$ cat config.mk
export PLATFORM = sky130hd
export DESIGN_NAME = wb_bcast_arbiter
export DESIGN_NICKNAME = d
export VERILOG_FILES = /design/src/rtl/wb_bcast_arbiter.sv
export SDC_FILE = /design/constraint.sdc
export NUM_CORES = 1
export LEC_CHECK = 0
export CORE_MARGIN = 4
export CORE_UTILIZATION = 45
export DETAILED_ROUTE_END_ITERATION = 12
export GPL_TIMING_DRIVEN = 0
export PLACE_DENSITY = 0.75
export SYNTH_ARGS = -nofsm -noshare
export SYNTH_HDL_FRONTEND = slang
export SYNTH_SLANG_ARGS = --single-unit
$ cat constraint.sdc
create_clock -name clk -period 5.15 [get_ports clk]
set_input_delay 0.7725 -clock clk [delete_from_list [all_inputs] [get_ports clk]]
set_output_delay 0.7725 -clock clk [all_outputs]
set_load 0.005 [all_outputs]
$ cat src/rtl/wb_bcast_arbiter.sv
// rtl/wb_bcast_arbiter.sv - per-source FIFOs drained round-robin into one registered ROB writeback broadcast slot
// Define WB_ARB_FIXED_PRIO_EN for fixed lowest-index-wins priority instead of round-robin.
module wb_bcast_arbiter #(
    parameter int N_REQ     = 2,
    parameter int ROB_ID_W  = 4,
    parameter int DATA_W    = 32,
    parameter int BUF_DEPTH = 2
) (
    input  logic                                  clk,
    input  logic                                  rst_aL,
    input  logic                                  flush,
    input  logic [N_REQ-1:0]                      req_valid,
    output logic [N_REQ-1:0]                      req_ready,
    input  logic [N_REQ*ROB_ID_W-1:0]             req_rob_id,
    input  logic [N_REQ*DATA_W-1:0]               req_data,
    input  logic [N_REQ-1:0]                      req_flag,
    input  logic                                  bcast_ready,
    output logic                                  bcast_valid,
    output logic [ROB_ID_W-1:0]                   bcast_rob_id,
    output logic [DATA_W-1:0]                     bcast_data,
    output logic                                  bcast_flag,
    output logic [N_REQ-1:0]                      bcast_src,
    output logic [N_REQ*($clog2(BUF_DEPTH)+1)-1:0] buf_occupancy
);

    localparam int PTR_W = $clog2(BUF_DEPTH);
    localparam int CNT_W = $clog2(BUF_DEPTH) + 1;
    localparam int RR_W  = (N_REQ > 1) ? $clog2(N_REQ) : 1;
    localparam int ENT_W = 1 + ROB_ID_W + DATA_W;

    typedef logic [ENT_W-1:0] entry_t;

    entry_t [N_REQ-1:0][BUF_DEPTH-1:0] mem_q, mem_d;
    logic [N_REQ-1:0][PTR_W-1:0]       wptr_q, wptr_d;
    logic [N_REQ-1:0][PTR_W-1:0]       rptr_q, rptr_d;
    logic [N_REQ-1:0][CNT_W-1:0]       cnt_q, cnt_d;

    logic                bcast_valid_q, bcast_valid_d;
    logic [ROB_ID_W-1:0] bcast_rob_id_q, bcast_rob_id_d;
    logic [DATA_W-1:0]   bcast_data_q, bcast_data_d;
    logic                bcast_flag_q, bcast_flag_d;
    logic [N_REQ-1:0]    bcast_src_q, bcast_src_d;

`ifndef WB_ARB_FIXED_PRIO_EN
    logic [RR_W-1:0]     rr_q, rr_d;
`endif

    logic [N_REQ-1:0]    fifo_empty;
    logic [N_REQ-1:0]    fifo_full;
    logic [N_REQ-1:0]    push_vec;
    logic [N_REQ-1:0]    pop_vec;
    logic                slot_free;
    logic                grant_found;
    logic [RR_W-1:0]     grant_idx;
    logic                pop_en;
    entry_t              head_entry;

    always_comb begin
        fifo_empty = '0;
        fifo_full  = '0;
        for (int i = 0; i < N_REQ; i++) begin
            fifo_empty[i] = (cnt_q[i] == CNT_W'(0));
            fifo_full[i]  = (cnt_q[i] == CNT_W'(BUF_DEPTH));
        end
    end

    // Ready never depends on a same-cycle pop: a full FIFO stalls its producer.
    assign req_ready = ~fifo_full & {N_REQ{~flush}};
    assign slot_free = ~bcast_valid_q | bcast_ready;

    always_comb begin : grant_comb
        int idx;
        idx         = 0;
        grant_found = 1'b0;
        grant_idx   = '0;
`ifdef WB_ARB_FIXED_PRIO_EN
        for (int i = N_REQ - 1; i >= 0; i--) begin
            if (!fifo_empty[i]) begin
                grant_found = 1'b1;
                grant_idx   = RR_W'(i);
            end
        end
`else
        for (int k = 0; k < N_REQ; k++) begin
            idx = int'(rr_q) + k;
            if (idx >= N_REQ) begin
                idx = idx - N_REQ;
            end
            if (!grant_found && !fifo_empty[idx]) begin
                grant_found = 1'b1;
                grant_idx   = RR_W'(idx);
            end
        end
`endif
    end

    // A flush discards the grant, so nothing is popped in that cycle.
    assign pop_en     = slot_free & grant_found & ~flush;
    assign head_entry = mem_q[grant_idx][rptr_q[grant_idx]];

    always_comb begin
        mem_d          = mem_q;
        wptr_d         = wptr_q;
        rptr_d         = rptr_q;
        cnt_d          = cnt_q;
        bcast_valid_d  = bcast_valid_q;
        bcast_rob_id_d = bcast_rob_id_q;
        bcast_data_d   = bcast_data_q;
        bcast_flag_d   = bcast_flag_q;
        bcast_src_d    = bcast_src_q;
        push_vec       = '0;
        pop_vec        = '0;
`ifndef WB_ARB_FIXED_PRIO_EN
        rr_d           = rr_q;
`endif

        for (int i = 0; i < N_REQ; i++) begin
            push_vec[i] = req_valid[i] & req_ready[i];
            pop_vec[i]  = pop_en & (grant_idx == RR_W'(i));
            if (push_vec[i]) begin
                mem_d[i][wptr_q[i]] = {req_flag[i],
                                       req_rob_id[i*ROB_ID_W +: ROB_ID_W],
                                       req_data[i*DATA_W +: DATA_W]};
                wptr_d[i] = wptr_q[i] + 1'b1;
            end
            if (pop_vec[i]) begin
                rptr_d[i] = rptr_q[i] + 1'b1;
            end
            cnt_d[i] = cnt_q[i] + CNT_W'(push_vec[i]) - CNT_W'(pop_vec[i]);
        end

        if (pop_en) begin
            bcast_valid_d  = 1'b1;
            bcast_flag_d   = head_entry[ENT_W-1];
            bcast_rob_id_d = head_entry[DATA_W +: ROB_ID_W];
            bcast_data_d   = head_entry[DATA_W-1:0];
            bcast_src_d    = N_REQ'(1) << grant_idx;
`ifndef WB_ARB_FIXED_PRIO_EN
            rr_d = (grant_idx == RR_W'(N_REQ - 1)) ? '0 : grant_idx + 1'b1;
`endif
        end else if (bcast_ready) begin
            bcast_valid_d = 1'b0;
            bcast_src_d   = '0;
        end

        // Redirect flush wipes queued and in-flight results; RR pointer survives.
        if (flush) begin
            wptr_d        = '0;
            rptr_d        = '0;
            cnt_d         = '0;
            bcast_valid_d = 1'b0;
            bcast_src_d   = '0;
        end
    end

    always_ff @(posedge clk or negedge rst_aL) begin
        if (!rst_aL) begin
            mem_q          <= '0;
            wptr_q         <= '0;
            rptr_q         <= '0;
            cnt_q          <= '0;
            bcast_valid_q  <= 1'b0;
            bcast_rob_id_q <= '0;
            bcast_data_q   <= '0;
            bcast_flag_q   <= 1'b0;
            bcast_src_q    <= '0;
        end else begin
            mem_q          <= mem_d;
            wptr_q         <= wptr_d;
            rptr_q         <= rptr_d;
            cnt_q          <= cnt_d;
            bcast_valid_q  <= bcast_valid_d;
            bcast_rob_id_q <= bcast_rob_id_d;
            bcast_data_q   <= bcast_data_d;
            bcast_flag_q   <= bcast_flag_d;
            bcast_src_q    <= bcast_src_d;
        end
    end

`ifndef WB_ARB_FIXED_PRIO_EN
    always_ff @(posedge clk or negedge rst_aL) begin
        if (!rst_aL) begin
            rr_q <= '0;
        end else begin
            rr_q <= rr_d;
        end
    end
`endif

    always_comb begin
        buf_occupancy = '0;
        for (int i = 0; i < N_REQ; i++) begin
            buf_occupancy[i*CNT_W +: CNT_W] = cnt_q[i];
        end
    end

    assign bcast_valid  = bcast_valid_q;
    assign bcast_rob_id = bcast_rob_id_q;
    assign bcast_data   = bcast_data_q;
    assign bcast_flag   = bcast_flag_q;
    assign bcast_src    = bcast_src_q;

endmodule

==> flow_metrics.tcl, run 1 <==
set metrics [dict create \
    die_h_um 149 \
    post_dp_cell_area_um2 10600 \
    p_leak_nw 4.50 \
    final-instance-count-excl-fill 1107 \
    synth-warning-count 0 \
    finalHoldViolCount 0 \
    layout_commonest_cell "dfrtp_1" \
    fin_area_um2 11100 \
    ant_nets 0 \
    fin_skew_ns 0.00896 \
    drv_cap 0 \
    required_ns 4.38 \
    htreeDepth 4 \
    start_util_pct 45.8 \
    crit_type "in -> out" \
    critPathSlowestCell "clkdlybuf4s50_1" \
    cts_tree "done" \
    cts_setup_buffers 0 \
    pin_count 126 \
    cts_buffer_depth 2 \
    die_area_um2 22200 \
    layout_common_cells "197 x dfrtp_1, 148 x mux2_2, 124 x clkdlybuf4s50_1, 79 x nor2b_1, 74 x o31ai_1" \
    syn-num-nets 769 \
    drtIter0Drc 393 \
    diodes 0 \
    syn_avg_cell_area_um2 13.1 \
    gp_congestion 0.756 \
    syn_inst 685 \
    crit_chain "clkdlybuf4s50_1 -> buf_2 -> clkbuf_1 -> nor2b_1 -> clkdlybuf4s50_1" \
    status "completed" \
    grt-ovfl-total 0 \
    root_buffer "clkbuf_16" \
    fin_crit_sh_pct 64.0 \
    slew-limit-headroom_pct 47.2 \
    crit_buf_inv 4 \
    placementRows 51 \
    cp_common_cell "clkdlybuf4s50_1" \
    grt_pass1_vias 6767 \
    clkLatencyLatePin_ns 0.43 \
    period_minus_slack_ns 3.30 \
    vias 6309 \
    grt_pass1_wl_mm 37.2 \
    drt_first_pass_iters 7 \
    wire_per_inst_um 21.0 \
    intPower_mw 4.46 \
    place_inst 1076 \
    io_buffers 125 \
    worstMarginPinSlew_ns 0.772 \
    cts.sinks 197 \
    die_width_um 149 \
    netlist_area_um2 8940 \
    synth.ff_latch_count 197 \
    crit_path_max_incr_delay_ns 0.48 \
    cts_repair_resize_count 0 \
    antenna_found_initial 0 \
    synth-seq-area-share_pct 55.1 \
    drive_gt1_share_pct 26.0 \
    finalSetupViolations 0 \
    ir_drop_mv 0.326 \
    critPathLaunchType "primary input" \
    p_comb_share_pct 41.6 \
    rsz0062_at_grt "no" \
    viasPerCell 5.70 \
    route.detailed.drc 0 \
    end_kind "output pin" \
    cp_data_arrival_time_ns 2.52 \
    drv_slew 0 \
    wirelength_mm 23.2 \
    fin_nets 914 \
    core_area_um2 19500 \
    switching_share_pct 35.1 \
    numCtsBuffers 17 \
    cp_top_family "buffers and inverters" \
    timing.fmax_ghz 0.303 \
    path_clk_slew_ns 0.07 \
    pwr-share-seq_pct 39.7 \
    holdBufCountCts 0 \
    grt_usage_pct 21.3 \
    clkPwrFrac_pct 18.8 \
    min_path_type "in -> async" \
    p_sw_mw 2.41 \
    powerDensity_nw_per_um2 618 \
    grt_max_degree 122 \
    dpl.hpwl_mm 16.0 \
    syn2layout_area_growth_pct 24.4 \
    path_max_fanout 10 \
    synth.distinct_cells 33 \
]
synth_stat cells:
master	n	area, um^2
buf_4	6	45.0
a2111oi_2	1	15.0
buf_1	1	3.75
a221oi_1	37	324
and2_1	1	6.26
ha_1	4	50.1
nor2_1	4	15.0
o21ba_2	1	10.0
a2111oi_0	37	324
nor3_1	1	5.00
a21oi_1	1	5.00
inv_1	5	18.8
a211oi_1	2	15.0
dfrtp_1	197	4930
nand2b_1	4	25.0
or2_2	3	18.8
o31ai_1	74	556
or3_1	1	6.26
and4b_1	2	20.0
buf_2	27	135
xnor2_1	1	8.76
nor2b_1	79	494
a31o_1	1	8.76
o21bai_1	1	7.51
nor4_2	2	25.0
mux2_2	148	1670
o21ai_0	1	5.00
a31o_2	1	8.76
nand2_1	3	11.3
nand4b_1	2	17.5
xor2_1	2	17.5
clkbuf_1	33	124
mux2i_1	2	20.0
sequential cells by signal, summed over array words and instances, names as in the netlist:
name and cells:
bcast_flag 1, mem_q 148, bcast_data 32, rptr_q 2, rr_q 1, bcast_src 2
bcast_valid 1, buf_occupancy 4, wptr_q 2, bcast_rob_id 4
cell type report:
class	instances	area, um^2
Buffer	67	308
Clock inverter	7	71.3
Sequential cell	197	4930
Fill cell	1684	8410
Tap cell	265	332
Multi-Input combinational cell	416	3690
Timing Repair Buffer	126	1280
Clock buffer	24	492
Inverter	5	18.8
metal layers:
| metal | share of wire [%] | wire length, um | vias up | global-route usage (%) |
|---|---|---|---|---|
| met4 | 1.3 | 300 | 0 | 5.31 |
| met2 | 49 | 11400 | 185 | 34.6 |
| met3 | 4.4 | 1020 | 20 | 4.13 |
| met5 | 0 | 0 | - | 0 |
| met1 | 45 | 10500 | 3230 | 29.7 |
| li1 | - | - | 2874 | - |
final timing paths:
| path | start | to | slack, ns | cells after the start |
|---|---|---|---|---|
| worst max-delay path | flush | req_ready[1] | 1.85 | 5 |
| worst min-delay path | rst_aL | mem_q[29]$_DFFE_PN0P_ | 0.29 | 1 |
| worst max register to register | buf_occupancy[1]$_DFF_PN0_ | buf_occupancy[3]$_DFF_PN0_ | 2.73 | 9 |
| worst min register to register | mem_q[80]$_DFFE_PN0P_ | mem_q[80]$_DFFE_PN0P_ | 0.50 | 1 |
| max in group asynchronous | rst_aL | mem_q[144]$_DFFE_PN0P_ | 3.84 | 2 |
| min in group clk | mem_q[80]$_DFFE_PN0P_ | mem_q[80]$_DFFE_PN0P_ | 0.50 | 1 |
through the flow:
stage	total power, mW	setup slack [ns]	hold WS, ns	util, %	TNS [ns]
2_1_floorplan	4.48	2.85	0.473	-	0
3_3_place_gp	5.50	-4.96	0.480	53.9	-973.40
3_5_place_dp	5.60	1.86	0.487	54.1	0
4_1_cts	6.91	1.86	0.317	57.0	0
5_1_grt	7.32	1.74	0.314	57.0	0
6_report	6.88	1.85	0.292	57.0	0
power by group through the flow:
stage	Combinational (mW)	Clock, mW	Sequential, mW
after floorplan	1.86	0	2.62
after global placement	2.77	0	2.72
after detailed placement	2.85	0	2.75
after CTS	2.87	1.31	2.73
after global routing	3.13	1.38	2.82
final	2.86	1.29	2.73
cell families after synthesis:
family                     after synthesis  share of synthesized area, %
adders and majority gates                4                         0.560
DFF                                    197                          55.1
and+or+nand+nor                        102                          7.21
xor gates and xnor gates                 3                         0.294
buffers and inverters                   72                          3.65
AOI/OAI and AO/OA                      157                          14.3
muxes                                  150                          18.9
No activity file was read; power rests on OpenSTA's default activity.
==> run 2, diff against run 1 <==
- PLACE_DENSITY: 0.75 -> 0.77
- clock period: 5.15 -> 2.7 ns (I/O delays scaled with it)
==> run 2 against run 1 <==
  * Largest power group unchanged
  * Combinational power up 91%
  * Clock skew is 0.00072 ns lower
  * Critical endpoint unchanged
  * Critical path type unchanged
  * Utilization rose by 0.33 points
  * The flow now finishes with violations (negative hold slack)
  * Global-route usage about the same
  * Die area did not move
  * Register-to-register slack worse by 2.5 ns
  * First-iteration DRC count increased by 7.9%
==> flow_metrics.tcl, run 2 (synthesized netlist as in run 1, its figures left out) <==
set metrics [dict create \
    syn2layout_area_growth_pct 25.1 \
    powerDensity_nw_per_um2 1200 \
    layout_common_cells "197 x dfrtp_1, 148 x mux2_2, 124 x clkdlybuf4s50_1, 79 x nor2b_1, 74 x o31ai_1" \
    ant_nets 0 \
    diodes 0 \
    power_mw 13.4 \
    crit_path_max_incr_delay_ns 0.48 \
    largest_reg_flops 148 \
    seq_area_um2 4930 \
    min_path_type "in -> async" \
    slew-limit-headroom_pct 44.7 \
    violations "negative hold slack" \
    route.detailed.drc 0 \
    end_kind "output pin" \
    grt_max_degree 100 \
    grt_usage_pct 21.3 \
    p_leak_nw 4.54 \
    fin_nets 914 \
    fin_crit_sh_pct 95.9 \
    antenna_found_initial 0 \
    drv_slew 0 \
    fin_skew_ns 0.00823 \
    drt_first_pass_iters 5 \
    fin_ws_ns 0.111 \
    post-place-ws_ns -0.0560 \
    cts_buffer_depth 2 \
    placementRows 51 \
    worstMarginPinSlew_ns 0.809 \
    pin_count 126 \
    clkLatencyLatePin_ns 0.43 \
    cts_tree "done" \
    ir_drop_mv 0.650 \
    cp_top_family "buffers and inverters" \
    crit_type "in -> out" \
    path_max_fanout 10 \
    viasPerCell 5.76 \
    wire_per_inst_um 21.0 \
    die_width_um 149 \
    io_buffers 125 \
    grt_pass1_vias 6714 \
    holdBufCountCts 0 \
    die_h_um 149 \
    core_area_um2 19500 \
    drive_gt1_share_pct 26.1 \
    wirelength_mm 23.2 \
    period_minus_slack_ns 2.59 \
    largest-register "mem_q" \
    root_buffer "clkbuf_16" \
    htreeDepth 4 \
    cts.sinks 197 \
    r2r-start "buf_occupancy[3]$_DFF_PN0_" \
    numCtsBuffers 17 \
    post_dp_cell_area_um2 10600 \
    dpl.hpwl_mm 16.1 \
    layout_commonest_cell "dfrtp_1" \
    gp_congestion 0.777 \
    start_util_pct 45.8 \
    critPathSlowestCell "clkdlybuf4s50_1" \
    crit_chain "clkdlybuf4s50_1 -> buf_2 -> clkbuf_1 -> nor2b_1 -> clkdlybuf4s50_1" \
    cts_setup_buffers 0 \
    path_clk_slew_ns 0.07 \
    multi_input_area_um2 3690 \
    timing.fmax_ghz 0.386 \
    post-route-util_pct 57.3 \
    critPathLaunchType "primary input" \
    status "finished, violations left" \
    n_fill_cell 1655 \
    drv_cap 0 \
    grt_pass1_wl_mm 36.9 \
    grt-ovfl-total 0 \
    cts_repair_resize_count 0 \
    rsz0062_at_grt "no" \
    required_ns 2.30 \
    crit_buf_inv 4 \
    startpoint "flush" \
    die_area_um2 22200 \
    whs_ns -0.00899 \
    fin_area_um2 11200 \
    drtIter0Drc 424 \
    finalSetupViolations 0 \
    cp_common_cell "clkdlybuf4s50_1" \
    finalHoldViolCount 3 \
    vias 6378 \
    cp_data_arrival_time_ns 2.18 \
]
## run 2: worst register-to-register path, cell delays in order (launching register included)
cell      delay [ns]
dfrtp_1         0.48
nor2_1          0.12
clkbuf_1        0.26
nor4_2          0.59
ha_1            0.33
inv_1           0.06
ha_1            0.15
xor2_1          0.18
xnor2_1         0.14
nor2_1          0.06
## run 2: path summary, 6_finish.rpt
| check | end | cells after the start | slack (ns) |
|---|---|---|---|
| setup reg to reg | buf_occupancy[3]$_DFF_PN0_ | 9 | 0.20 |
| min in group clk | mem_q[97]$_DFFE_PN0P_ | 1 | 0.50 |
| hold / removal | mem_q[70]$_DFFE_PN0P_ | 1 | -0.009 |
| max in group asynchronous | mem_q[53]$_DFFE_PN0P_ | 2 | 1.76 |
| setup / recovery | req_ready[1] | 5 | 0.11 |
| hold reg to reg | mem_q[97]$_DFFE_PN0P_ | 1 | 0.50 |
## run 2: final cells by class
| type | count | area share (%) |
|---|---|---|
| plain buffers | 67 | 2.75 |
| clock buffers | 23 | 4.27 |
| multi-input cells | 416 | 33.0 |
| clock inverters | 9 | 1.33 |
| repair buffers | 126 | 11.5 |
| inverters | 5 | 0.168 |
| well taps | 265 | 2.96 |
| flip-flops and latches | 197 | 44.1 |
## run 2: through the flow
stage	cells	TNS (ns)
2_1_floorplan	685	0
3_3_place_gp	1075	-1373.58
3_5_place_dp	1076	-0.0612
4_1_cts	1108	0
5_1_grt	1108	0
6_report	1108	0
## run 2: per-layer routing
metal  vias up  track usage, %  routed length [um]
li1       2886               -                   -
met1      3268            29.7               10200
met2       194            34.6               11300
met3        30            4.59                1330
met4         0            4.99                 318
met5         -               0                   0
## run 2: where the power goes
group          internal, mW  total, mW  switching [mW]
logic                  2.75       5.47            2.72
registers              4.40       5.21           0.809
clock network          1.62       2.70            1.08
total                  8.77       13.4            4.61
